**config.mk**
```make
export PLATFORM = sky130hd
export DESIGN_NAME = hdmi_audio_rate_sampler_flat
export DESIGN_NICKNAME = d
export VERILOG_FILES = /design/src/rtl/hdmi_audio_rate_sampler_if.sv /design/src/rtl/hdmi_audio_rate_sampler.sv /design/src/flat_wrapper.sv
export SDC_FILE = /design/constraint.sdc
export NUM_CORES = 1
export LEC_CHECK = 0
export BUFFER_PORTS_ARGS = -buffer_cell sky130_fd_sc_hd__buf_4
export CORE_UTILIZATION = 55
export DETAILED_ROUTE_END_ITERATION = 7
export PLACE_DENSITY = 0.75
export SLEW_MARGIN = 30
export SYNTH_ARGS = -nofsm -noshare
export SYNTH_HDL_FRONTEND = slang
export SYNTH_SLANG_ARGS = --single-unit
export TNS_END_PERCENT = 5
```
**constraint.sdc**
```tcl
create_clock -name clk_pixel -period 4.12 [get_ports clk_pixel]
set_input_delay 0.206 -clock clk_pixel [delete_from_list [all_inputs] [get_ports clk_pixel]]
set_output_delay 0.206 -clock clk_pixel [all_outputs]
set_load 0.1 [all_outputs]
```
**src/rtl/hdmi_audio_rate_sampler_if.sv**
```systemverilog
// Audio sample path between the FM demodulator and the HDMI packetiser:
// run/filter/clear controls, the input sample stream and the converted
// output samples with underrun status.
interface hdmi_audio_rate_sampler_if #(
  parameter int CHANNELS  = 2,
  parameter int IN_WIDTH  = 16,
  parameter int OUT_WIDTH = 16
);
  logic                          en;
  logic                          filt_en;
  logic                          clr;
  logic                          in_valid;
  logic [CHANNELS*IN_WIDTH-1:0]  in_data;
  logic                          out_strobe;
  logic [CHANNELS*OUT_WIDTH-1:0] out_data;
  logic                          underrun;
  logic [15:0]                   underrun_cnt;

  // Sample source / controller side
  modport master (
    output en, filt_en, clr, in_valid, in_data,
    input  out_strobe, out_data, underrun, underrun_cnt
  );

  // Sampler side
  modport slave (
    input  en, filt_en, clr, in_valid, in_data,
    output out_strobe, out_data, underrun, underrun_cnt
  );
endinterface

```
**src/rtl/hdmi_audio_rate_sampler.sv**
```systemverilog
// Audio-rate sampler: a fractional-N phase accumulator derives an exact
// audio tick from clk_pixel; each channel runs an optional first-order IIR
// (coefficient 2^-SHIFT), and on every tick the filtered samples are
// rounded/saturated (or widened) to OUT_WIDTH and latched. Ticks that find
// no new input since the previous tick are counted as underruns.
module hdmi_audio_rate_sampler #(
  parameter int CHANNELS  = 2,
  parameter int IN_WIDTH  = 16,
  parameter int OUT_WIDTH = 16,
  parameter int PHASE_W   = 32,
  parameter int RATE_INC  = 48000,
  parameter int RATE_MOD  = 25175000,
  parameter int SHIFT     = 2
) (
  input logic                      clk_pixel,
  input logic                      sys_nrst,
  hdmi_audio_rate_sampler_if.slave bus
);

  // Filter state keeps SHIFT fractional bits plus one guard bit.
  localparam int ST_W = IN_WIDTH + SHIFT + 1;
  localparam logic [PHASE_W:0] INC_EXT = (PHASE_W + 1)'(RATE_INC);
  localparam logic [PHASE_W:0] MOD_EXT = (PHASE_W + 1)'(RATE_MOD);

  logic [PHASE_W-1:0]            phase_reg, phase_next;
  logic                          tick_reg, tick_next;
  logic [PHASE_W:0]              phase_sum;
  logic                          fresh_reg;
  logic                          out_strobe_reg;
  logic                          underrun_reg;
  logic [15:0]                   underrun_cnt_reg;
  logic [CHANNELS*OUT_WIDTH-1:0] out_data_reg;
  logic [CHANNELS*OUT_WIDTH-1:0] conv_all;

  // One extra bit so phase+RATE_INC can never wrap before the compare.
  assign phase_sum = {1'b0, phase_reg} + INC_EXT;

  // Next phase and tick: wrap modulo RATE_MOD; a disabled accumulator restarts from 0
  always_comb begin
    phase_next = phase_sum[PHASE_W-1:0];
    tick_next  = 1'b0;
    if (!bus.en) begin
      phase_next = '0;
    end else if (phase_sum >= MOD_EXT) begin
      phase_next = PHASE_W'(phase_sum - MOD_EXT);
      tick_next  = 1'b1;
    end
  end

  // Phase accumulator and registered tick
  always_ff @(posedge clk_pixel or negedge sys_nrst) begin
    if (!sys_nrst) begin
      phase_reg <= '0;
      tick_reg  <= 1'b0;
    end else begin
      phase_reg <= phase_next;
      tick_reg  <= tick_next;
    end
  end

  genvar gi;
  generate
    for (gi = 0; gi < CHANNELS; gi++) begin : g_ch
      logic signed [IN_WIDTH-1:0]  x;
      logic signed [ST_W-1:0]      x_sh;
      logic signed [ST_W-1:0]      diff;
      logic signed [ST_W-1:0]      step;
      logic signed [ST_W-1:0]      st_reg, st_next;
      logic signed [IN_WIDTH-1:0]  smp;
      logic [OUT_WIDTH-1:0]        conv;

      assign x    = bus.in_data[gi*IN_WIDTH +: IN_WIDTH];
      assign x_sh = {{(SHIFT + 1){x[IN_WIDTH-1]}}, x} <<< SHIFT;
      // The difference of two in-range states always fits ST_W bits.
      assign diff = x_sh - st_reg;
      assign step = diff >>> SHIFT;
      assign smp  = IN_WIDTH'(st_reg >>> SHIFT);

      // Filter update: IIR step when enabled, straight load otherwise
      always_comb begin
        st_next = st_reg;
        if (bus.in_valid) begin
          st_next = bus.filt_en ? (st_reg + step) : x_sh;
        end
      end

      // Filter state register
      always_ff @(posedge clk_pixel or negedge sys_nrst) begin
        if (!sys_nrst) begin
          st_reg <= '0;
        end else begin
          st_reg <= st_next;
        end
      end

      if (OUT_WIDTH > IN_WIDTH) begin : g_wide
        assign conv = {smp, {(OUT_WIDTH - IN_WIDTH){1'b0}}};
      end else if (OUT_WIDTH == IN_WIDTH) begin : g_same
        assign conv = smp;
      end else begin : g_narrow
        localparam int D = IN_WIDTH - OUT_WIDTH;
        localparam logic [IN_WIDTH:0] HALF = (IN_WIDTH + 1)'(1) << (D - 1);
        logic signed [IN_WIDTH:0]  rnd;
        logic signed [OUT_WIDTH:0] rsh;
        assign rnd = {smp[IN_WIDTH-1], smp} + HALF;
        assign rsh = (OUT_WIDTH + 1)'(rnd >>> D);
        // Rounding can only push past the positive limit, by exactly one LSB.
        assign conv = (!rsh[OUT_WIDTH] && rsh[OUT_WIDTH-1]) ?
                      {1'b0, {(OUT_WIDTH - 1){1'b1}}} : rsh[OUT_WIDTH-1:0];
      end

      assign conv_all[gi*OUT_WIDTH +: OUT_WIDTH] = conv;
    end
  endgenerate

  // Output capture one cycle after the tick, using the pre-update filter state
  always_ff @(posedge clk_pixel or negedge sys_nrst) begin
    if (!sys_nrst) begin
      out_strobe_reg <= 1'b0;
      out_data_reg   <= '0;
    end else begin
      out_strobe_reg <= tick_reg;
      if (tick_reg) begin
        out_data_reg <= conv_all;
      end
    end
  end

  // Fresh flag: new input wins over the tick that would clear it
  always_ff @(posedge clk_pixel or negedge sys_nrst) begin
    if (!sys_nrst) begin
      fresh_reg <= 1'b0;
    end else if (bus.in_valid) begin
      fresh_reg <= 1'b1;
    end else if (tick_reg) begin
      fresh_reg <= 1'b0;
    end
  end

  // Sticky underrun flag and saturating counter; clear has priority
  always_ff @(posedge clk_pixel or negedge sys_nrst) begin
    if (!sys_nrst) begin
      underrun_reg     <= 1'b0;
      underrun_cnt_reg <= '0;
    end else if (bus.clr) begin
      underrun_reg     <= 1'b0;
      underrun_cnt_reg <= '0;
    end else if (tick_reg && !fresh_reg) begin
      underrun_reg <= 1'b1;
      if (underrun_cnt_reg != 16'hFFFF) begin
        underrun_cnt_reg <= underrun_cnt_reg + 16'd1;
      end
    end
  end

  assign bus.out_strobe   = out_strobe_reg;
  assign bus.out_data     = out_data_reg;
  assign bus.underrun     = underrun_reg;
  assign bus.underrun_cnt = underrun_cnt_reg;

endmodule

```
**src/flat_wrapper.sv**
```systemverilog
// flat-port wrapper written by rule: the top's interface ports become plain ports
module hdmi_audio_rate_sampler_flat 
#(
  parameter int CHANNELS  = 2,
  parameter int IN_WIDTH  = 16,
  parameter int OUT_WIDTH = 16,
  parameter int PHASE_W   = 32,
  parameter int RATE_INC  = 48000,
  parameter int RATE_MOD  = 25175000,
  parameter int SHIFT     = 2
)
  (clk_pixel, sys_nrst, bus_en, bus_filt_en, bus_clr, bus_in_valid, bus_in_data, bus_out_strobe, bus_out_data, bus_underrun, bus_underrun_cnt);
  hdmi_audio_rate_sampler_if #(.CHANNELS(CHANNELS), .IN_WIDTH(IN_WIDTH), .OUT_WIDTH(OUT_WIDTH)) bus_i ();
  input logic clk_pixel;
  input logic sys_nrst;
  input wire logic [$bits(bus_i.en)-1:0] bus_en;
  input wire logic [$bits(bus_i.filt_en)-1:0] bus_filt_en;
  input wire logic [$bits(bus_i.clr)-1:0] bus_clr;
  input wire logic [$bits(bus_i.in_valid)-1:0] bus_in_valid;
  input wire logic [$bits(bus_i.in_data)-1:0] bus_in_data;
  output wire logic [$bits(bus_i.out_strobe)-1:0] bus_out_strobe;
  output wire logic [$bits(bus_i.out_data)-1:0] bus_out_data;
  output wire logic [$bits(bus_i.underrun)-1:0] bus_underrun;
  output wire logic [$bits(bus_i.underrun_cnt)-1:0] bus_underrun_cnt;
  assign bus_i.en = bus_en;
  assign bus_i.filt_en = bus_filt_en;
  assign bus_i.clr = bus_clr;
  assign bus_i.in_valid = bus_in_valid;
  assign bus_i.in_data = bus_in_data;
  assign bus_out_strobe = bus_i.out_strobe;
  assign bus_out_data = bus_i.out_data;
  assign bus_underrun = bus_i.underrun;
  assign bus_underrun_cnt = bus_i.underrun_cnt;
  hdmi_audio_rate_sampler #(.CHANNELS(CHANNELS), .IN_WIDTH(IN_WIDTH), .OUT_WIDTH(OUT_WIDTH), .PHASE_W(PHASE_W), .RATE_INC(RATE_INC), .RATE_MOD(RATE_MOD), .SHIFT(SHIFT)) u_core (.clk_pixel(clk_pixel), .sys_nrst(sys_nrst), .bus(bus_i));
endmodule
```
==> results of run 1 <==
==> metrics by stage <==
stage | hold slack (ns) | instances
after global routing | 0.03978 | 1348
after global placement | 0.3229 | 1312
after floorplan | -0.08959 | 1025
after CTS | 0.03198 | 1345
final | 0.04302 | 1348
after detailed placement | 0.3112 | 1312
==> placed cells by master, fill, tap and decap left out, types with 6 or more instances in the layout <==
cell type / count
sky130_fd_sc_hd__a211oi_1: 6
sky130_fd_sc_hd__a21o_1: 14
sky130_fd_sc_hd__a21oi_1: 78
sky130_fd_sc_hd__a31oi_1: 6
sky130_fd_sc_hd__and2_1: 7
sky130_fd_sc_hd__and3_1: 7
sky130_fd_sc_hd__buf_4: 107
sky130_fd_sc_hd__clkbuf_16: 17
sky130_fd_sc_hd__dfrtp_1: 118
sky130_fd_sc_hd__ha_1: 80
sky130_fd_sc_hd__inv_1: 54
sky130_fd_sc_hd__mux2_2: 32
sky130_fd_sc_hd__mux2i_1: 29
sky130_fd_sc_hd__nand2_1: 53
sky130_fd_sc_hd__nand3_1: 26
sky130_fd_sc_hd__nand4_1: 10
sky130_fd_sc_hd__nor2_1: 97
sky130_fd_sc_hd__nor2b_1: 13
sky130_fd_sc_hd__nor3_1: 49
sky130_fd_sc_hd__nor4_1: 10
sky130_fd_sc_hd__o211ai_1: 8
sky130_fd_sc_hd__o21a_1: 13
sky130_fd_sc_hd__o21ai_0: 42
sky130_fd_sc_hd__o21bai_1: 6
sky130_fd_sc_hd__o31a_1: 7
sky130_fd_sc_hd__o31ai_1: 9
sky130_fd_sc_hd__or3_1: 12
sky130_fd_sc_hd__xnor2_1: 66
sky130_fd_sc_hd__xor2_1: 37
==> critical path: cells and delay by family (launching register included) <==
family,cells,cell delay [ns]
AND/OR/NAND/NOR,3,0.60
adder cells (fa/ha/maj),2,0.66
AO/OA/AOI/OAI,9,1.80
XOR/XNOR,2,0.21
flip-flops,1,0.39
buffers and inverters,1,0.07
==> metal layers <==
layer	up-vias	wire length, um
li1	3901	-
met1	3743	10030
met2	152	9692
met5	-	0
met3	22	694
met4	0	240
==> layout make-up <==
class | count | area [um^2] | area share
clock buffers | 18 | 429.2 | 0.03952
flip-flops and latches | 119 | 2979 | 0.2743
repair buffers | 109 | 833.3 | 0.07673
well taps | 216 | 270.3 | 0.02488
inverters | 55 | 206.4 | 0.01901
multi-input cells | 817 | 5991 | 0.5516
clock inverters | 14 | 151.4 | 0.01394
==> worst paths after layout <==
kind                                          start                   endpoint  slack [ns]
max                        u_core.g_ch[0].st_reg[3]  u_core.g_ch[0].st_reg[17]        0.23
min                                          bus_en        u_core.phase_reg[9]        0.04
max reg2reg                u_core.g_ch[0].st_reg[3]  u_core.g_ch[0].st_reg[17]        0.23
min reg2reg                 u_core.bus.out_data[18]    u_core.bus.out_data[18]        0.51
max in group asynchronous                  sys_nrst   u_core.g_ch[1].st_reg[1]        2.93
min in group asynchronous                  sys_nrst     u_core.bus.out_data[3]        0.39
==> cell families after synthesis <==
logic type / count (synthesis)
AND/OR/NAND/NOR: 324
AO/OA/AOI/OAI: 246
flip-flops: 119
XOR/XNOR: 103
buffers and inverters: 89
adder cells (fa/ha/maj): 83
multiplexers: 61
==> timing repair <==
| action | CTS | global route |
|---|---|---|
| gates resized for setup | 3 | 23 |
| endpoints found under the hold margin | 57 | 0 |
| setup endpoints to repair | 4 | 10 |
| pin swaps | 0 | 9 |
| hold buffers | 1 | 0 |
| setup buffers | 0 | 3 |
| gates cloned | 0 | 0 |
==> results.toml, run 1 <==
[floorplanning]
fp.dieArea_mm2 = 0.01724
width_of_the_die_um = 131.3
coreArea_mm2 = 0.01612
placementRows = 46
ios = 88
fp.dieH_um = 131.3
initial_utilization = 0.5707

[sta]
final.setup_skew_ns = 0.01008
slew_headroom = 0.4675
timing.final.setup_violations = 0
max_freq_mhz = 257.2
timing.final.ws_setup_ns = 0.2315
min_period_over_period = 0.9438
tightest_slew_ns = 0.7915
rsz0062_at_grt = "true"
final-hold-violation-count = 0
slew_viol_final = 0
period_minus_slack_ns = 3.889
tns_ns = 0

[yosys]
synth_seq_area_share = 0.3238
post-synth-top-area-fraction = 0.3238
yosysTopAreaCell = "sky130_fd_sc_hd__dfrtp_1"
synthSimpleGateAreaFrac = 0.1778
largest_family_of_logic_cells_by_synthesized_area = "simple AND/OR/NAND/NOR gates"
netlist_top_cells_area = "sky130_fd_sc_hd__dfrtp_1 (32%), sky130_fd_sc_hd__ha_1 (11%), sky130_fd_sc_hd__xnor2_1 (6.3%), sky130_fd_sc_hd__a21oi_1 (4.5%), sky130_fd_sc_hd__nor2_1 (4.0%)"
synth_area_in_compound_gates = 0.1770
synth_most_common_cell = "sky130_fd_sc_hd__dfrtp_1"
synth_area_mm2 = 0.009198
yosys.area_share.adder = 0.1145
number_of_enable_type_register_cells_in_the_synthesized_netlist = 0
synth_nets = 1146
syn_avg_cell_area_um2 = 8.973
syn-instance-count = 1025
ys_seq_elements = 119
synthMuxAreaShare = 0.07074
synth_ff_type = "sky130_fd_sc_hd__dfrtp_1"
synth.cells.most_frequent = "sky130_fd_sc_hd__dfrtp_1 (119), sky130_fd_sc_hd__nor2_1 (98), sky130_fd_sc_hd__a21oi_1 (82), sky130_fd_sc_hd__ha_1 (81), sky130_fd_sc_hd__xnor2_1 (66)"
yosys_warnings = 0
synth-xor-area-share = 0.09808
async_reset_ff_frac = 1.000
post_synth_num_cell_types = 81

[setup_path]
worst_ep_required_time_ns = 4.39
reg2reg_depth = 17
start_kind = "flop"
critical_path_cell_list = "inv_1 > ha_1 > a21o_1 > or2_2 > and2_1 > nor2_1 > xnor2_1 > ha_1 > o21ai_0 > o21ai_1 > o211ai_1 > a311oi_2 > a41oi_1 > a211o_1 > o21ai_2 > xnor2_1 > o221ai_1"
timing.critical_path.arrival_ns = 4.16
worst_path_max_delay_cell = "sky130_fd_sc_hd__dfrtp_1"
end_kind = "flop"
worst_path_largest_cell_delay_ns = 0.39
setup.worst_path.class = "flop to flop"
path_max_fanout = 3

[detailed_routing]
route.detailed.vias_per_inst = 5.800
number_of_optimization_iterations_in_the_first_detailed_route_pass = 5
totalWireLength_um = 20660
detailroute.via_count = 7818
route.detailed.wl_per_inst_um = 15.32
drcViolationCount = 0
antenna_left = 0
initial_drc_count = 412

[global_route]
grt_max_degree = 79
grt_first_pass_wirelength_um = 34610
grt_util_met3 = 0.03897
first_global_vias = 7424
grt_most_used_layer = "met2"
grt.overflow.total = 0
met2_usage_in_global_routing = 0.3963
gr_met1_demand_resource = 0.3304
grt_use_total = 0.2423
grt_antenna_before_repair = 0

[placed_design]
placement.setup.worst_slack_ns = 0.0009512
buffer_ports.inserted = 87
placedInstanceArea_mm2 = 0.01013
place.gp.congestion = 0.8886
detailed_placement_hpwl_um = 14750

[clock_network]
clkSinkCount = 119
h-tree-depth = 4
clockRootBuffer = "sky130_fd_sc_hd__clkbuf_16"
clkTransAtPathRegs_ns = 0.06
max-clock-path-buffers = 2
worst_skew_pair.late_latency_ns = 0.42
tritoncts = "done"
cts_buffers = 17

[finish]
layout-drive-gt1-share = 0.1864
area_delta_synth_final_pct = 18.08
nNetsFinal = 1240
postLayoutCellArea_mm2 = 0.01086
num-fill-cells = 1313
finish.utilization = 0.6739
largest_register_ffs = 38
antenna_cells_inserted = 0

[run]
drv.max_cap_violation_count = 0

[hold_path]
min_path_cells = 2
hold_path_class = "input port to flop"

[outcome]
status = "finished clean"
Power of run 1 is not shown: default switching activity piles up to over one toggle a cycle in this logic, so the estimate is an artifact.
==> run 2: changes to the inputs <==
Settings changed: MAX_ROUTING_LAYER set to met4.
==> results.toml, run 2 (synthesized netlist as in run 1, its figures left out) <==
[hold_path]
min_path_cells = 2
hold_path_end = "u_core.phase_reg[9]"
hold_path_class = "input port to flop"
min-delay-start = "bus_en"

[floorplanning]
width_of_the_die_um = 131.3
placementRows = 46
fp.dieH_um = 131.3
ios = 88
initial_utilization = 0.5707
coreArea_mm2 = 0.01612
fp.dieArea_mm2 = 0.01724

[setup_path]
worst_path_max_delay_cell = "sky130_fd_sc_hd__dfrtp_1"
worstReg2RegEnd = "u_core.g_ch[0].st_reg[17]"
worst_path_largest_cell_delay_ns = 0.39
worst_ep_required_time_ns = 4.39
setup.worst_path.class = "flop to flop"
timing.critical_path.arrival_ns = 4.17
critPathTopFamily = "compound AO/OA/AOI/OAI gates"
end_kind = "flop"
reg2reg_slack_ns = 0.22
reg2reg_depth = 17
worstReg2RegStart = "u_core.g_ch[0].st_reg[3]"
start_kind = "flop"
worstPathBufferInverterCount = 1
path_max_fanout = 3
critical_path_cell_list = "inv_1 > ha_1 > a21o_1 > or2_2 > and2_1 > nor2_1 > xnor2_1 > ha_1 > o21ai_0 > o21ai_1 > o211ai_1 > a311oi_2 > a41oi_1 > a211o_1 > o21ai_2 > xnor2_1 > o221ai_1"

[detailed_routing]
totalWireLength_um = 20680
initial_drc_count = 410
detailroute.via_count = 7817
antenna_left = 0
route.detailed.vias_per_inst = 5.799
route.detailed.wl_per_inst_um = 15.34
drcViolationCount = 0
number_of_optimization_iterations_in_the_first_detailed_route_pass = 5

[clock_network]
cts_buffers = 17
clockRootBuffer = "sky130_fd_sc_hd__clkbuf_16"
clkSinkCount = 119
max-clock-path-buffers = 2
clkTransAtPathRegs_ns = 0.06
tritoncts = "done"
h-tree-depth = 4
worst_skew_pair.late_latency_ns = 0.42

[finish]
layout-drive-gt1-share = 0.1864
most_used_cells_in_the_layout_excluding_fill_and_tap_cells = "sky130_fd_sc_hd__dfrtp_1 (118), sky130_fd_sc_hd__buf_4 (107), sky130_fd_sc_hd__nor2_1 (97)"
antenna_cells_inserted = 0
number_of_non_filler_instances_in_the_completed_layout = 1348
nNetsFinal = 1240
area_delta_synth_final_pct = 18.08
num-fill-cells = 1313
largest_register_ffs = 38
mostFrequentLayoutCell = "sky130_fd_sc_hd__dfrtp_1"

[sta]
tns_ns = 0
slew_viol_final = 0
min_period_over_period = 0.9461
tightest_slew_ns = 0.7934
slew_headroom = 0.4662
final-hold-violation-count = 0
final.setup_skew_ns = 0.006397
timing.final.ws_setup_ns = 0.2221
period_minus_slack_ns = 3.898
timing.final.setup_violations = 0
hold_ws_ns = 0.04226
rsz0062_at_grt = "true"
max_freq_mhz = 256.6

[outcome]
status = "finished clean"

[placed_design]
place.gp.congestion = 0.9035
buffer_ports.inserted = 87
placement.setup.worst_slack_ns = 0.0009512
dp.cells = 1312
detailed_placement_hpwl_um = 14750

[global_route]
grt.overflow.total = 0
grt_antenna_before_repair = 0
grt_use_total = 0.2492
first_global_vias = 7414
grt_first_pass_wirelength_um = 34600
grt_max_degree = 79

[run]
drv.max_cap_violation_count = 0
## run 2: cell counts in the layout (fill, tap and decap cells not counted)
No cell type changed its count.
## run 2: worst max-delay path by stage
stage,cells after the start,startpoint,to
2_1_floorplan,19,u_core.g_ch[0].st_reg[2],u_core.g_ch[0].st_reg[16]
3_3_place_gp,19,u_core.g_ch[0].st_reg[2],u_core.g_ch[0].st_reg[18]
3_5_place_dp,19,u_core.g_ch[0].st_reg[2],u_core.g_ch[0].st_reg[18]
4_1_cts,19,u_core.g_ch[0].st_reg[3],u_core.g_ch[0].st_reg[18]
5_1_grt,18,u_core.g_ch[1].st_reg[6],u_core.g_ch[1].st_reg[18]
6_report,17,u_core.g_ch[0].st_reg[3],u_core.g_ch[0].st_reg[17]
## run 2: layer usage
metal | vias up | track usage | share of wire
li1 | 3904 | - | -
met5 | - | - | 0
met4 | 0 | 0.07817 | 0.011
met3 | 19 | 0.03241 | 0.030
met1 | 3754 | 0.3312 | 0.49
met2 | 140 | 0.3960 | 0.47
## run 2: cell type report
cell class / instances / area [um^2] / share of cell area
inverters: 55 / 206.4 / 0.01901
multi-input cells: 817 / 5991 / 0.5516
clock inverters: 14 / 151.4 / 0.01394
well taps: 216 / 270.3 / 0.02488
clock buffers: 18 / 429.2 / 0.03952
repair buffers: 109 / 833.3 / 0.07673
flip-flops and latches: 119 / 2979 / 0.2743
## run 2: stage by stage
| step | instance area, um^2 | util |
|---|---|---|
| after CTS | 10740 | 0.6661 |
| final | 10860 | 0.6739 |
| after detailed placement | 10130 | 0.6286 |
| after global placement | 10130 | 0.6286 |
| after global routing | 10860 | 0.6739 |
| after floorplan | 9198 | - |
## run 2: repair_timing
| item | CTS | global route |
|---|---|---|
| pin swaps | 0 | 9 |
| resized for setup | 3 | 23 |
| hold buffers | 1 | 0 |
| endpoints found under the setup margin | 4 | 10 |
| setup buffers | 0 | 3 |
| endpoints found under the hold margin | 57 | 0 |
## run 2: worst register-to-register path, cell delays in order, from the launching register on
cell and delay [ns]:
sky130_fd_sc_hd__dfrtp_1 0.39, sky130_fd_sc_hd__inv_1 0.07, sky130_fd_sc_hd__ha_1 0.32, sky130_fd_sc_hd__a21o_1 0.21, sky130_fd_sc_hd__or2_2 0.29, sky130_fd_sc_hd__and2_1 0.18
sky130_fd_sc_hd__nor2_1 0.13, sky130_fd_sc_hd__xnor2_1 0.08, sky130_fd_sc_hd__ha_1 0.33, sky130_fd_sc_hd__o21ai_0 0.15, sky130_fd_sc_hd__o21ai_1 0.16, sky130_fd_sc_hd__o211ai_1 0.16
sky130_fd_sc_hd__a311oi_2 0.32, sky130_fd_sc_hd__a41oi_1 0.18, sky130_fd_sc_hd__a211o_1 0.33, sky130_fd_sc_hd__o21ai_2 0.17, sky130_fd_sc_hd__xnor2_1 0.13, sky130_fd_sc_hd__o221ai_1 0.12
Power of run 2 is left out for the same reason.
==> run 3: changes to the inputs <==
Settings changed: CELL_PAD_IN_SITES_DETAIL_PLACEMENT set to 0, CELL_PAD_IN_SITES_GLOBAL_PLACEMENT set to 2, CORE_UTILIZATION 55 to 39, CTS_BUF_LIST set to sky130_fd_sc_hd__clkbuf_8, PLACE_DENSITY 0.75 to not set, PLACE_DENSITY_LB_ADDON set to 0.1, REMOVE_ABC_BUFFERS set to 1.
==> results.toml, run 3 (synthesized netlist as in run 1, its figures left out) <==
[run]
drv.max_cap_violation_count = 0

[clock_network]
clkTransAtPathRegs_ns = 0.08
clockRootBuffer = "sky130_fd_sc_hd__clkbuf_8"
h-tree-depth = 4
tritoncts = "done"
max-clock-path-buffers = 2
cts_buffers = 17
postCtsSetupBuffers = 0
worst_skew_pair.late_latency_ns = 0.45
clkSinkCount = 119

[global_route]
first_global_vias = 7442
grt_max_degree = 79
grt_antenna_before_repair = 0
grt_first_pass_wirelength_um = 37320
grt_use_total = 0.1979
grt.overflow.total = 0

[setup_path]
reg2reg_depth = 19
worst_path_largest_cell_delay_ns = 0.55
critical_path_cell_list = "dlygate4sd3_1 > buf_4 > ha_1 > nor4bb_4 > o2111ai_2 > a41oi_2 > and2_1 > nor2_1 > nor2b_1 > o21a_1 > nor2_1 > ha_1 > nand2_1 > o221ai_2 > o41ai_2 > o31a_1 > a21oi_1 > xor2_1 > nand3b_1 > o2111ai_1"
worst_path_max_delay_cell = "sky130_fd_sc_hd__dlygate4sd3_1"
start_kind = "input port"
setup.worst_path.class = "input port to flop"
critPathTopFamily = "compound AO/OA/AOI/OAI gates"
path_max_fanout = 4
end_kind = "flop"
path_depth = 20
worstPathBufferInverterCount = 2
worst_ep_required_time_ns = 4.40
timing.critical_path.arrival_ns = 4.20

[sta]
final.setup_skew_ns = 0.01842
final-hold-violation-count = 0
tightest_slew_ns = 0.8533
timing.final.setup_violations = 0
max_freq_mhz = 255.6
min_period_over_period = 0.9497
slew_headroom = 0.4259
hold_ws_ns = 0.03606
timing.final.ws_setup_ns = 0.2074
slew_viol_final = 0
rsz0062_at_grt = "true"
period_minus_slack_ns = 3.913

[detailed_routing]
route.detailed.vias_per_inst = 5.232
detailroute.via_count = 7676
drcViolationCount = 0
totalWireLength_um = 22060
initial_drc_count = 287
antenna_left = 0
number_of_optimization_iterations_in_the_first_detailed_route_pass = 4
route.detailed.wl_per_inst_um = 15.03

[floorplanning]
fp.dieArea_mm2 = 0.02420
fp.dieH_um = 155.6
placementRows = 55
coreArea_mm2 = 0.02292
initial_utilization = 0.4014
width_of_the_die_um = 155.6
ios = 88

[finish]
num-fill-cells = 2312
largest_register_ffs = 38
layout-drive-gt1-share = 0.1906
area_delta_synth_final_pct = 18.34
most_used_cells_in_the_layout_excluding_fill_and_tap_cells = "sky130_fd_sc_hd__buf_4 (125), sky130_fd_sc_hd__dfrtp_1 (118), sky130_fd_sc_hd__nor2_1 (98)"
nNetsFinal = 1262
antenna_cells_inserted = 0
mostFrequentLayoutCell = "sky130_fd_sc_hd__buf_4"
postLayoutCellArea_mm2 = 0.01088

[outcome]
status = "finished clean"

[placed_design]
placedInstanceArea_mm2 = 0.01042
place.gp.congestion = 0.8209
buffer_ports.inserted = 87
placement.setup.worst_slack_ns = 0.02834
detailed_placement_hpwl_um = 16130

[hold_path]
hold_path_class = "input port to flop"
min_path_cells = 3
run 3: changes by cell type in the layout (fill, tap and decap cells not counted), sizes merged:
cell,previous run,this run
clkinvlp,5,7
clkinv,4,2
bufinv,2,0
buf,108,127
inv,58,61
dlygate4sd3,1,4
clkbuf,18,17
run 3: worst min-delay path, cell delays in order:
cell                       delay (ns)
sky130_fd_sc_hd__buf_4           0.09
sky130_fd_sc_hd__o211ai_1        0.07
sky130_fd_sc_hd__o21ai_0         0.07
run 3: layer usage:
layer,vias up,GRT usage,part of all wire
li1,3941,-,-
met1,3633,0.2704,0.52
met2,88,0.3062,0.45
met3,14,0.03028,0.023
met4,0,0.04949,0.0098
met5,-,-,0
run 3: timing repair:
action,4_1_cts,5_1_grt
hold buffers,4,0
resized for setup,1,11
setup endpoints to repair,1,9
pin swaps,0,2
endpoints found under the hold margin,42,0
run 3: cell type report:
type                            count  area [um^2]  area share
Inverter                           55        206.4     0.01897
Tap cell                          313        391.6     0.03598
Sequential cell                   119         2979      0.2737
Timing Repair Buffer              131         1010     0.09277
Clock buffer                       17        234.0     0.02150
Clock inverter                     15        121.4     0.01115
Multi-Input combinational cell    817         5942      0.5459
run 3: path summary, 6_finish.rpt:
path | start | end | slack, ns
worst max-delay path | bus_in_data[0] | u_core.g_ch[0].st_reg[18] | 0.21
worst min-delay path | bus_in_data[16] | u_core.g_ch[1].st_reg[2] | 0.04
worst max register to register | u_core.g_ch[0].st_reg[2] | u_core.g_ch[0].st_reg[18] | 0.26
worst min register to register | u_core.bus.out_data[8] | u_core.bus.out_data[8] | 0.51
max in group asynchronous | sys_nrst | u_core.tick_reg | 2.94
min in group asynchronous | sys_nrst | u_core.bus.out_data[0] | 0.23
run 3: per-stage QoR:
stage,TNS (ns),instances,utilization
floorplan,0,991,-
global placement,0,1431,0.4548
detailed placement,0,1431,0.4548
CTS,0,1467,0.4723
global route,-0.07818,1467,0.4750
finish,0,1467,0.4750
Power of run 3 is left out for the same reason.
